File: src/rtl/gpr_writeback_arbiter_pkg.sv
// Shared types for the GPR writeback path: register index and the
// secondary-result entry that is queued until the write port is free.
package gpr_wb_pkg;

  localparam int DW = 32;

  typedef logic [4:0] reg_idx_t;

  typedef struct packed {
    reg_idx_t        rd;
    logic [DW-1:0]   data;
  } wb_entry_t;

endpackage

File: src/rtl/gpr_writeback_arbiter_if.sv
// Bundle of result streams, scoreboard ports and the GPR write port.
// slave: the arbiter side; master: execute/memory/decode/GPR side.
interface gpr_writeback_arbiter_if #(
  parameter int DW    = 32,
  parameter int DEPTH = 4
);
  import gpr_wb_pkg::*;

  localparam int CW = $clog2(DEPTH + 1);

  logic            PriValid;
  logic            PriReady;
  reg_idx_t        PriReg;
  logic [DW-1:0]   PriData;
  logic            SecValid;
  logic            SecReady;
  reg_idx_t        SecReg;
  logic [DW-1:0]   SecData;
  logic            IssueValid;
  reg_idx_t        IssueReg;
  reg_idx_t        ReadRegister1;
  reg_idx_t        ReadRegister2;
  logic            Hazard;
  logic            RegWrite;
  reg_idx_t        WriteRegisterSelect;
  logic [DW-1:0]   WriteData;
  logic [CW-1:0]   FifoCount;

  modport slave (
    input  PriValid, PriReg, PriData,
    input  SecValid, SecReg, SecData,
    input  IssueValid, IssueReg,
    input  ReadRegister1, ReadRegister2,
    output PriReady, SecReady, Hazard,
    output RegWrite, WriteRegisterSelect, WriteData, FifoCount
  );

  modport master (
    output PriValid, PriReg, PriData,
    output SecValid, SecReg, SecData,
    output IssueValid, IssueReg,
    output ReadRegister1, ReadRegister2,
    input  PriReady, SecReady, Hazard,
    input  RegWrite, WriteRegisterSelect, WriteData, FifoCount
  );

endinterface

File: src/rtl/gpr_writeback_arbiter_fifo.sv
// Small circular FIFO holding secondary (mul/div) results until the
// write port is free. Head is read straight from storage (no bypass), so
// an entry is visible at the head the cycle after it is pushed.
module wb_fifo
  import gpr_wb_pkg::*;
#(
  parameter int DEPTH = 4
) (
  input  logic                         clk,
  input  logic                         rst,
  input  logic                         push,
  input  logic                         pop,
  input  wb_entry_t                    push_data,
  output logic                         full,
  output logic                         empty,
  output logic [$clog2(DEPTH+1)-1:0]   count,
  output wb_entry_t                    head
);

  localparam int AW = $clog2(DEPTH);
  localparam int CW = $clog2(DEPTH + 1);

  wb_entry_t       mem [DEPTH];
  logic [AW-1:0]   wr_ptr;
  logic [AW-1:0]   rd_ptr;
  logic [CW-1:0]   cnt;

  // Entry storage: data only, never reset.
  always_ff @(posedge clk) begin
    if (push) begin
      mem[wr_ptr] <= push_data;
    end
  end

  // Pointers wrap naturally because DEPTH is a power of two.
  always_ff @(posedge clk) begin
    if (rst) begin
      wr_ptr <= '0;
      rd_ptr <= '0;
      cnt    <= '0;
    end else begin
      if (push) wr_ptr <= wr_ptr + 1'b1;
      if (pop)  rd_ptr <= rd_ptr + 1'b1;
      case ({push, pop})
        2'b10:   cnt <= cnt + 1'b1;
        2'b01:   cnt <= cnt - 1'b1;
        default: cnt <= cnt;
      endcase
    end
  end

  assign count = cnt;
  assign empty = (cnt == '0);
  assign full  = (cnt == CW'(DEPTH));
  assign head  = mem[rd_ptr];

endmodule

File: src/rtl/gpr_writeback_arbiter.sv
// Owns the single GPR write port. Primary (ALU/load) results win by
// default; queued secondary (mul/div) results fill idle slots, and a
// starve counter forces one secondary slot after STARVE primary wins.
// A per-register busy mask lets decode stall on outstanding mul/div.
module gpr_writeback_arbiter
  import gpr_wb_pkg::*;
#(
  parameter int DEPTH  = 4,
  parameter int DW     = gpr_wb_pkg::DW,
  parameter int STARVE = 8
) (
  input  logic                     CLK,
  input  logic                     RST,
  gpr_writeback_arbiter_if.slave   bus
);

  localparam int CW = $clog2(DEPTH + 1);
  localparam int SW = $clog2(STARVE + 1);

  logic              fifo_full;
  logic              fifo_empty;
  logic [CW-1:0]     fifo_count;
  wb_entry_t         fifo_head;
  wb_entry_t         push_entry;

  logic              sec_ready;
  logic              pri_ready;
  logic              pri_sel;
  logic              push;
  logic              pop;

  logic [SW-1:0]     starve_cnt;
  logic [31:0]       busy;
  logic [31:0]       busy_set;
  logic [31:0]       busy_clr;

  logic              vld_p1;
  reg_idx_t          wr_reg_p1;
  logic [DW-1:0]     wr_data_p1;

  // Primary is held off only in the single cycle the counter sits at STARVE;
  // the FIFO is guaranteed non-empty then, so that slot always pops.
  assign pri_ready  = (starve_cnt != SW'(STARVE));
  assign pri_sel    = bus.PriValid && pri_ready;
  assign pop        = !pri_sel && !fifo_empty;
  assign sec_ready  = !fifo_full && !RST;
  assign push       = bus.SecValid && sec_ready;
  assign push_entry = '{rd: bus.SecReg, data: bus.SecData};

  wb_fifo #(
    .DEPTH (DEPTH)
  ) u_fifo (
    .clk       (CLK),
    .rst       (RST),
    .push      (push),
    .pop       (pop),
    .push_data (push_entry),
    .full      (fifo_full),
    .empty     (fifo_empty),
    .count     (fifo_count),
    .head      (fifo_head)
  );

  // Starve counter: counts primary wins only while secondary work waits.
  always_ff @(posedge CLK) begin
    if (RST) begin
      starve_cnt <= '0;
    end else if (pop || fifo_empty) begin
      starve_cnt <= '0;
    end else if (pri_sel) begin
      starve_cnt <= starve_cnt + 1'b1;
    end
  end

  // One-hot set/clear requests for the busy mask this cycle.
  always_comb begin
    busy_set = '0;
    busy_clr = '0;
    if (bus.IssueValid) busy_set[bus.IssueReg] = 1'b1;
    if (pop)            busy_clr[fifo_head.rd] = 1'b1;
  end

  // Busy mask: set beats clear on the same register; r0 never busy.
  always_ff @(posedge CLK) begin
    if (RST) begin
      busy <= '0;
    end else begin
      busy <= ((busy & ~busy_clr) | busy_set) & ~32'd1;
    end
  end

  // ---- stage p0 -> p1: registered GPR write port ----
  // Destination r0 still consumes the slot but never asserts the enable.
  always_ff @(posedge CLK) begin
    if (RST) begin
      vld_p1     <= 1'b0;
      wr_reg_p1  <= '0;
      wr_data_p1 <= '0;
    end else if (pri_sel) begin
      vld_p1     <= (bus.PriReg != '0);
      wr_reg_p1  <= bus.PriReg;
      wr_data_p1 <= bus.PriData;
    end else if (pop) begin
      vld_p1     <= (fifo_head.rd != '0);
      wr_reg_p1  <= fifo_head.rd;
      wr_data_p1 <= fifo_head.data;
    end else begin
      vld_p1     <= 1'b0;
    end
  end

  assign bus.PriReady            = pri_ready;
  assign bus.SecReady            = sec_ready;
  assign bus.Hazard              = busy[bus.ReadRegister1] | busy[bus.ReadRegister2];
  assign bus.RegWrite            = vld_p1;
  assign bus.WriteRegisterSelect = wr_reg_p1;
  assign bus.WriteData           = wr_data_p1;
  assign bus.FifoCount           = fifo_count;

endmodule

File: src/flat_wrapper.sv
// flat-port wrapper written by rule: the top's interface ports become plain ports
module gpr_writeback_arbiter_flat import gpr_wb_pkg::*;
#(
  parameter int DEPTH  = 4,
  parameter int DW     = gpr_wb_pkg::DW,
  parameter int STARVE = 8
)
  (CLK, RST, bus_PriValid, bus_PriReg, bus_PriData, bus_SecValid, bus_SecReg, bus_SecData, bus_IssueValid, bus_IssueReg, bus_ReadRegister1, bus_ReadRegister2, bus_PriReady, bus_SecReady, bus_Hazard, bus_RegWrite, bus_WriteRegisterSelect, bus_WriteData, bus_FifoCount);
  gpr_writeback_arbiter_if #(.DW(DW), .DEPTH(DEPTH)) bus_i ();
  input  logic CLK;
  input  logic RST;
  input wire logic [$bits(bus_i.PriValid)-1:0] bus_PriValid;
  input wire logic [$bits(bus_i.PriReg)-1:0] bus_PriReg;
  input wire logic [$bits(bus_i.PriData)-1:0] bus_PriData;
  input wire logic [$bits(bus_i.SecValid)-1:0] bus_SecValid;
  input wire logic [$bits(bus_i.SecReg)-1:0] bus_SecReg;
  input wire logic [$bits(bus_i.SecData)-1:0] bus_SecData;
  input wire logic [$bits(bus_i.IssueValid)-1:0] bus_IssueValid;
  input wire logic [$bits(bus_i.IssueReg)-1:0] bus_IssueReg;
  input wire logic [$bits(bus_i.ReadRegister1)-1:0] bus_ReadRegister1;
  input wire logic [$bits(bus_i.ReadRegister2)-1:0] bus_ReadRegister2;
  output wire logic [$bits(bus_i.PriReady)-1:0] bus_PriReady;
  output wire logic [$bits(bus_i.SecReady)-1:0] bus_SecReady;
  output wire logic [$bits(bus_i.Hazard)-1:0] bus_Hazard;
  output wire logic [$bits(bus_i.RegWrite)-1:0] bus_RegWrite;
  output wire logic [$bits(bus_i.WriteRegisterSelect)-1:0] bus_WriteRegisterSelect;
  output wire logic [$bits(bus_i.WriteData)-1:0] bus_WriteData;
  output wire logic [$bits(bus_i.FifoCount)-1:0] bus_FifoCount;
  assign bus_i.PriValid = bus_PriValid;
  assign bus_i.PriReg = bus_PriReg;
  assign bus_i.PriData = bus_PriData;
  assign bus_i.SecValid = bus_SecValid;
  assign bus_i.SecReg = bus_SecReg;
  assign bus_i.SecData = bus_SecData;
  assign bus_i.IssueValid = bus_IssueValid;
  assign bus_i.IssueReg = bus_IssueReg;
  assign bus_i.ReadRegister1 = bus_ReadRegister1;
  assign bus_i.ReadRegister2 = bus_ReadRegister2;
  assign bus_PriReady = bus_i.PriReady;
  assign bus_SecReady = bus_i.SecReady;
  assign bus_Hazard = bus_i.Hazard;
  assign bus_RegWrite = bus_i.RegWrite;
  assign bus_WriteRegisterSelect = bus_i.WriteRegisterSelect;
  assign bus_WriteData = bus_i.WriteData;
  assign bus_FifoCount = bus_i.FifoCount;
  gpr_writeback_arbiter #(.DEPTH(DEPTH), .DW(DW), .STARVE(STARVE)) u_core (.CLK(CLK), .RST(RST), .bus(bus_i));
endmodule
File: config.mk
export PLATFORM = sky130hd
export DESIGN_NAME = gpr_writeback_arbiter_flat
export DESIGN_NICKNAME = d
export VERILOG_FILES = /design/src/rtl/gpr_writeback_arbiter_pkg.sv /design/src/rtl/gpr_writeback_arbiter_if.sv /design/src/rtl/gpr_writeback_arbiter_fifo.sv /design/src/rtl/gpr_writeback_arbiter.sv /design/src/flat_wrapper.sv
export SDC_FILE = /design/constraint.sdc
export NUM_CORES = 1
export LEC_CHECK = 0
export ABC_AREA = 1
export CAP_MARGIN = 20
export CORE_MARGIN = 2
export CORE_UTILIZATION = 28
export CTS_CLUSTER_DIAMETER = 30
export DETAILED_ROUTE_END_ITERATION = 16
export PLACE_DENSITY = 0.47
export SLEW_MARGIN = 20
export SYNTH_ARGS = -nofsm -noshare
export SYNTH_HDL_FRONTEND = slang
export SYNTH_HIERARCHICAL = 1
export SYNTH_SLANG_ARGS = --single-unit
File: constraint.sdc
create_clock -name CLK -period 2.69 [get_ports CLK]
set_input_delay 0.538 -clock CLK [delete_from_list [all_inputs] [get_ports CLK]]
set_output_delay 0.538 -clock CLK [all_outputs]
set_load 0.05 [all_outputs]
==> run_results.csv <==
group,metric,value,unit
routing,antenna_violating_nets_left,0,
sta,skew,0.0178,ns
sta,timing_worst_slew_pin_value,0.773,ns
synthesis,ys_ff_latch,230,
synthesis,synthesis.instances,989,
setup_path,max_stage_delay,0.49,ns
cts,cts.hold.buffers_added,0,
flow_run,maxCapViolCount,0,
sta,setup_ws,0.142,ns
routing,dr_drc_count,0,
floorplan,fp-row-count,68,
routing,wire_per_inst,16.6,um
routing,detailroute.via_count,7741,
placement,place_worst_setup_slack,0.157,ns
layout,fin_nets,1262,
min_path,hold_start,"u_core/u_fifo/rd_ptr[1]",
placement,detailedPlacementHpwl,17.9,mm
synthesis,synth_compound_gate_area_share,13.4,%
cts,cts.sink_count,230,
sta,setup_tns,0,ns
synthesis,yosys-mux-area-fraction,0,%
synthesis,synth-adder-area-share,1.10,%
setup_path,worstSetupStartpoint,"bus_ReadRegister2[0]",
synthesis,synth_top_family_by_area,"simple AND/OR/NAND/NOR gates",
global_routing,via_count_of_the_first_global_routing_pass,7720,
power_and_ir_drop,finalPower,13.1,mW
setup_path,timing.critical_path.cells,"clkdlybuf4s50_1, inv_2, nand2_1, nand3_1, nand3_1, nand3_1, nand3_1, nand2_1, nand2_1, buf_12",
placement,globalplace.congestion,0.855,
routing,route.final.wire_length,27.5,mm
floorplan,initial_utilization,28.4,%
power_and_ir_drop,ir_worst_vdd,0.487,mV
setup_path,setup.worst_path.class,"in2out",
sta,timing.final.hold_violations,0,
setup_path,crit_path_top_delay_cell,"sky130_fd_sc_hd__clkdlybuf4s50_1",
routing,routed_vias_inst,4.66,
layout,syn2layout_area_growth,37.3,%
routing,drtIter0Drc,513,
power_and_ir_drop,cellPowerDensity,973,nW/um^2
synthesis,netlist_top_cells_area,"sky130_fd_sc_hd__edfxtp_1 (45%), sky130_fd_sc_hd__dfxtp_1 (17%), sky130_fd_sc_hd__nand2_1 (8.7%)",
cts,cts-buffers-inserted,49,
layout,post-route-cell-area,13400,sq um
placement,placement.io_buffers,137,
synthesis,synth.avg_cell_area,9.89,sq um
global_routing,grt_antenna_before_repair,4,
setup_path,critical_path_buf_inv_count,3,
setup_path,critical_path.most_common_cell,"sky130_fd_sc_hd__nand3_1",
sta,slew_headroom,48.5,%
cts,tritoncts,"done",
sta,period_needed,2.55,ns
floorplan,count_of_boundary_i_o_pins,138,
global_routing,wire_length_of_the_first_global_routing_pass,42.6,mm
synthesis,synth.net_count,1091,
layout,share_of_final_layout_standard_cells_stronger_than_drive_strength_1,11.5,%
synthesis,syn-cell-area,9780,sq um
floorplan,fp.coreArea,34500,sq um
sta,tcrit_tclk_final,94.7,%
synthesis,synth-xor-area-share,0.179,%
synthesis,synth_largest_type_area_fraction,45.4,%
synthesis,portion_of_the_post_synthesis_area_used_by_sequential_elements,62.2,%
global_routing,globalRouteOverflowTotal,0,
global_routing,gr-usage-all-layers,15.1,%
global_routing,grt_start_max_net_pins,65,
placement,postPlaceCellArea,11700,sq um
synthesis,synth_area_leader_cell,"sky130_fd_sc_hd__edfxtp_1",
sta,setup_repair_after_global_routing_missed_its_margin,"no",
cts,clkTransAtPathRegs,0.04,ns
sta,drv_slew,0,
run_status,run_status,"finished clean",
floorplan,fp.dieH,191,um
synthesis,synthesis.yosys.warnings,6,
layout,fillerInstances,3415,
setup_path,critical_path_arrival,2.01,ns
cts,h_tree_depth,2,
cts,clock-root-buffer,"sky130_fd_sc_hd__clkbuf_16",
sta,finalSetupViolCount,0,
setup_path,start_kind,"input port",
setup_path,crit_path_max_fanout,15,
routing,drt_first_pass_iters,5,
floorplan,die_area,36400,sq um
power_and_ir_drop,leakage_dissipation,4.90,nW
sta,timing.fmax,392,MHz
cts,cts.path.max_buffers,3,
synthesis,post_synth_num_cell_types,32,
synthesis,simple_gate_share_of_the_synthesized_area,16.5,%
floorplan,die_width,191,um
cts,clock_insertion_delay_worst_skew,0.55,ns
setup_path,required,2.15,ns
setup_path,cpLargestDelayFamily,"buffers and inverters",
min_path,hold_removal_path_class,"reg2reg",
setup_path,worstSetupEndpointType,"primary output",
[state kept, by name, summed over array words and instances (netlist names), named ones only]
| name | cells |
|---|---|
| u_core/bus.WriteRegisterSelect | 5 |
| u_core/u_fifo/mem | 148 |
| u_core/busy | 31 |
| u_core/bus.RegWrite | 1 |
| u_core/u_fifo/wr_ptr | 2 |
| u_core/bus.WriteData | 32 |
| u_core/u_fifo/rd_ptr | 2 |
| u_core/starve_cnt | 4 |
| u_core/u_fifo/count | 3 |
[path summary, 6_finish.rpt]
kind                              to  slack [ns]  cells past startpoint
min          u_core/u_fifo/rd_ptr[1]        0.43                      1
min reg2reg  u_core/u_fifo/rd_ptr[1]        0.43                      1
max                       bus_Hazard        0.14                     10
max reg2reg          u_core/busy[27]        0.55                      7
[cells in the final DEF (no fill, tap or decap), types with 2 or more instances in the layout]
| cell type | synthesis | final |
|---|---|---|
| sky130_fd_sc_hd__nand2_1 | 227 | 227 |
| sky130_fd_sc_hd__edfxtp_1 | 148 | 148 |
| sky130_fd_sc_hd__clkdlybuf4s50_1 | 0 | 133 |
| sky130_fd_sc_hd__nor2_1 | 87 | 87 |
| sky130_fd_sc_hd__dfxtp_1 | 82 | 81 |
| sky130_fd_sc_hd__inv_1 | 69 | 69 |
| sky130_fd_sc_hd__nand3_1 | 64 | 64 |
| sky130_fd_sc_hd__o21ai_0 | 55 | 55 |
| sky130_fd_sc_hd__clkbuf_16 | 0 | 50 |
| sky130_fd_sc_hd__o22ai_1 | 38 | 38 |
| sky130_fd_sc_hd__a21oi_1 | 37 | 37 |
| sky130_fd_sc_hd__a31oi_1 | 32 | 32 |
| sky130_fd_sc_hd__o31ai_1 | 31 | 31 |
| sky130_fd_sc_hd__o21ai_1 | 30 | 30 |
| sky130_fd_sc_hd__buf_4 | 7 | 27 |
| sky130_fd_sc_hd__clkinv_2 | 1 | 13 |
| sky130_fd_sc_hd__nor3_1 | 11 | 11 |
| sky130_fd_sc_hd__clkbuf_8 | 0 | 8 |
| sky130_fd_sc_hd__buf_12 | 0 | 8 |
| sky130_fd_sc_hd__ha_1 | 7 | 7 |
| sky130_fd_sc_hd__inv_6 | 0 | 5 |
| sky130_fd_sc_hd__inv_2 | 5 | 5 |
| sky130_fd_sc_hd__diode_2 | 0 | 4 |
| sky130_fd_sc_hd__clkinvlp_4 | 0 | 4 |
| sky130_fd_sc_hd__bufinv_16 | 0 | 4 |
| sky130_fd_sc_hd__o211ai_1 | 4 | 4 |
| sky130_fd_sc_hd__inv_16 | 0 | 3 |
| sky130_fd_sc_hd__clkinv_4 | 0 | 3 |
| sky130_fd_sc_hd__clkbuf_1 | 16 | 2 |
| sky130_fd_sc_hd__nand2_4 | 2 | 2 |
[cells by family after synthesis]
group,count (synthesis)
compound gates,227
xor+xnor,2
fa+ha+maj,8
buf+inv,126
flops,230
simple gates,396
[layout make-up]
type,instances,area (sq um),area share (%)
antenna,4,10.0,0.0745
clock buffer,60,1370,10.2
tap,455,569,4.24
timing repair buffer,170,1710,12.7
sequential,230,6090,45.3
multi-input combinational,633,3050,22.7
clock inverter,32,344,2.56
inverter,76,289,2.15
[timing repair]
item                                    in CTS  in global routing
resized for setup                            0                  1
endpoints found under the setup margin       0                  1
buffers inserted                             0                  0
[through the flow]
| step | util [%] | cells | hold WS (ns) |
|---|---|---|---|
| 2_1_floorplan | - | 989 | 0.412 |
| 3_3_place_gp | 34.0 | 1564 | 0.428 |
| 3_5_place_dp | 34.0 | 1564 | 0.432 |
| 4_1_cts | 38.9 | 1656 | 0.435 |
| 5_1_grt | 39.0 | 1656 | 0.451 |
| 6_report | 39.0 | 1660 | 0.435 |
[cell usage after synthesis]
master,number
sky130_fd_sc_hd__inv_2,5
sky130_fd_sc_hd__buf_6,17
sky130_fd_sc_hd__o21ai_1,30
sky130_fd_sc_hd__nand4_1,1
sky130_fd_sc_hd__clkbuf_2,1
sky130_fd_sc_hd__ha_1,7
sky130_fd_sc_hd__a21oi_1,37
sky130_fd_sc_hd__nor2_1,87
sky130_fd_sc_hd__fa_1,1
sky130_fd_sc_hd__nand2_1,227
sky130_fd_sc_hd__a31oi_1,32
sky130_fd_sc_hd__clkinv_2,1
sky130_fd_sc_hd__nor3_1,11
sky130_fd_sc_hd__nand2_4,2
sky130_fd_sc_hd__buf_2,9
sky130_fd_sc_hd__dfxtp_1,82
sky130_fd_sc_hd__o31ai_1,31
sky130_fd_sc_hd__clkbuf_1,16
sky130_fd_sc_hd__nand3_2,1
sky130_fd_sc_hd__xor2_1,1
sky130_fd_sc_hd__inv_1,69
sky130_fd_sc_hd__o21ai_0,55
sky130_fd_sc_hd__nand3_1,64
sky130_fd_sc_hd__nor3_2,1
sky130_fd_sc_hd__edfxtp_1,148
sky130_fd_sc_hd__inv_4,1
sky130_fd_sc_hd__o22ai_1,38
sky130_fd_sc_hd__nor3b_1,1
sky130_fd_sc_hd__nand2_2,1
sky130_fd_sc_hd__o211ai_1,4
sky130_fd_sc_hd__xnor2_1,1
sky130_fd_sc_hd__buf_4,7
[where the power goes]
part           total (mW)  leakage (nW)  switching (mW)  internal (mW)
logic                2.85          2.04            1.97          0.882
clock network        6.03         0.846            1.99           4.04
registers            4.19          2.02           0.155           4.03
[metal layers]
metal | wire length (um) | vias up | track usage [%]
li1 | - | 3817 | -
met1 | 12300 | 3651 | 19.0
met2 | 12700 | 225 | 25.0
met3 | 1880 | 46 | 4.26
met4 | 605 | 2 | 4.71
met5 | 13 | - | 0
Note: power is estimated with default switching activity, not from simulation.
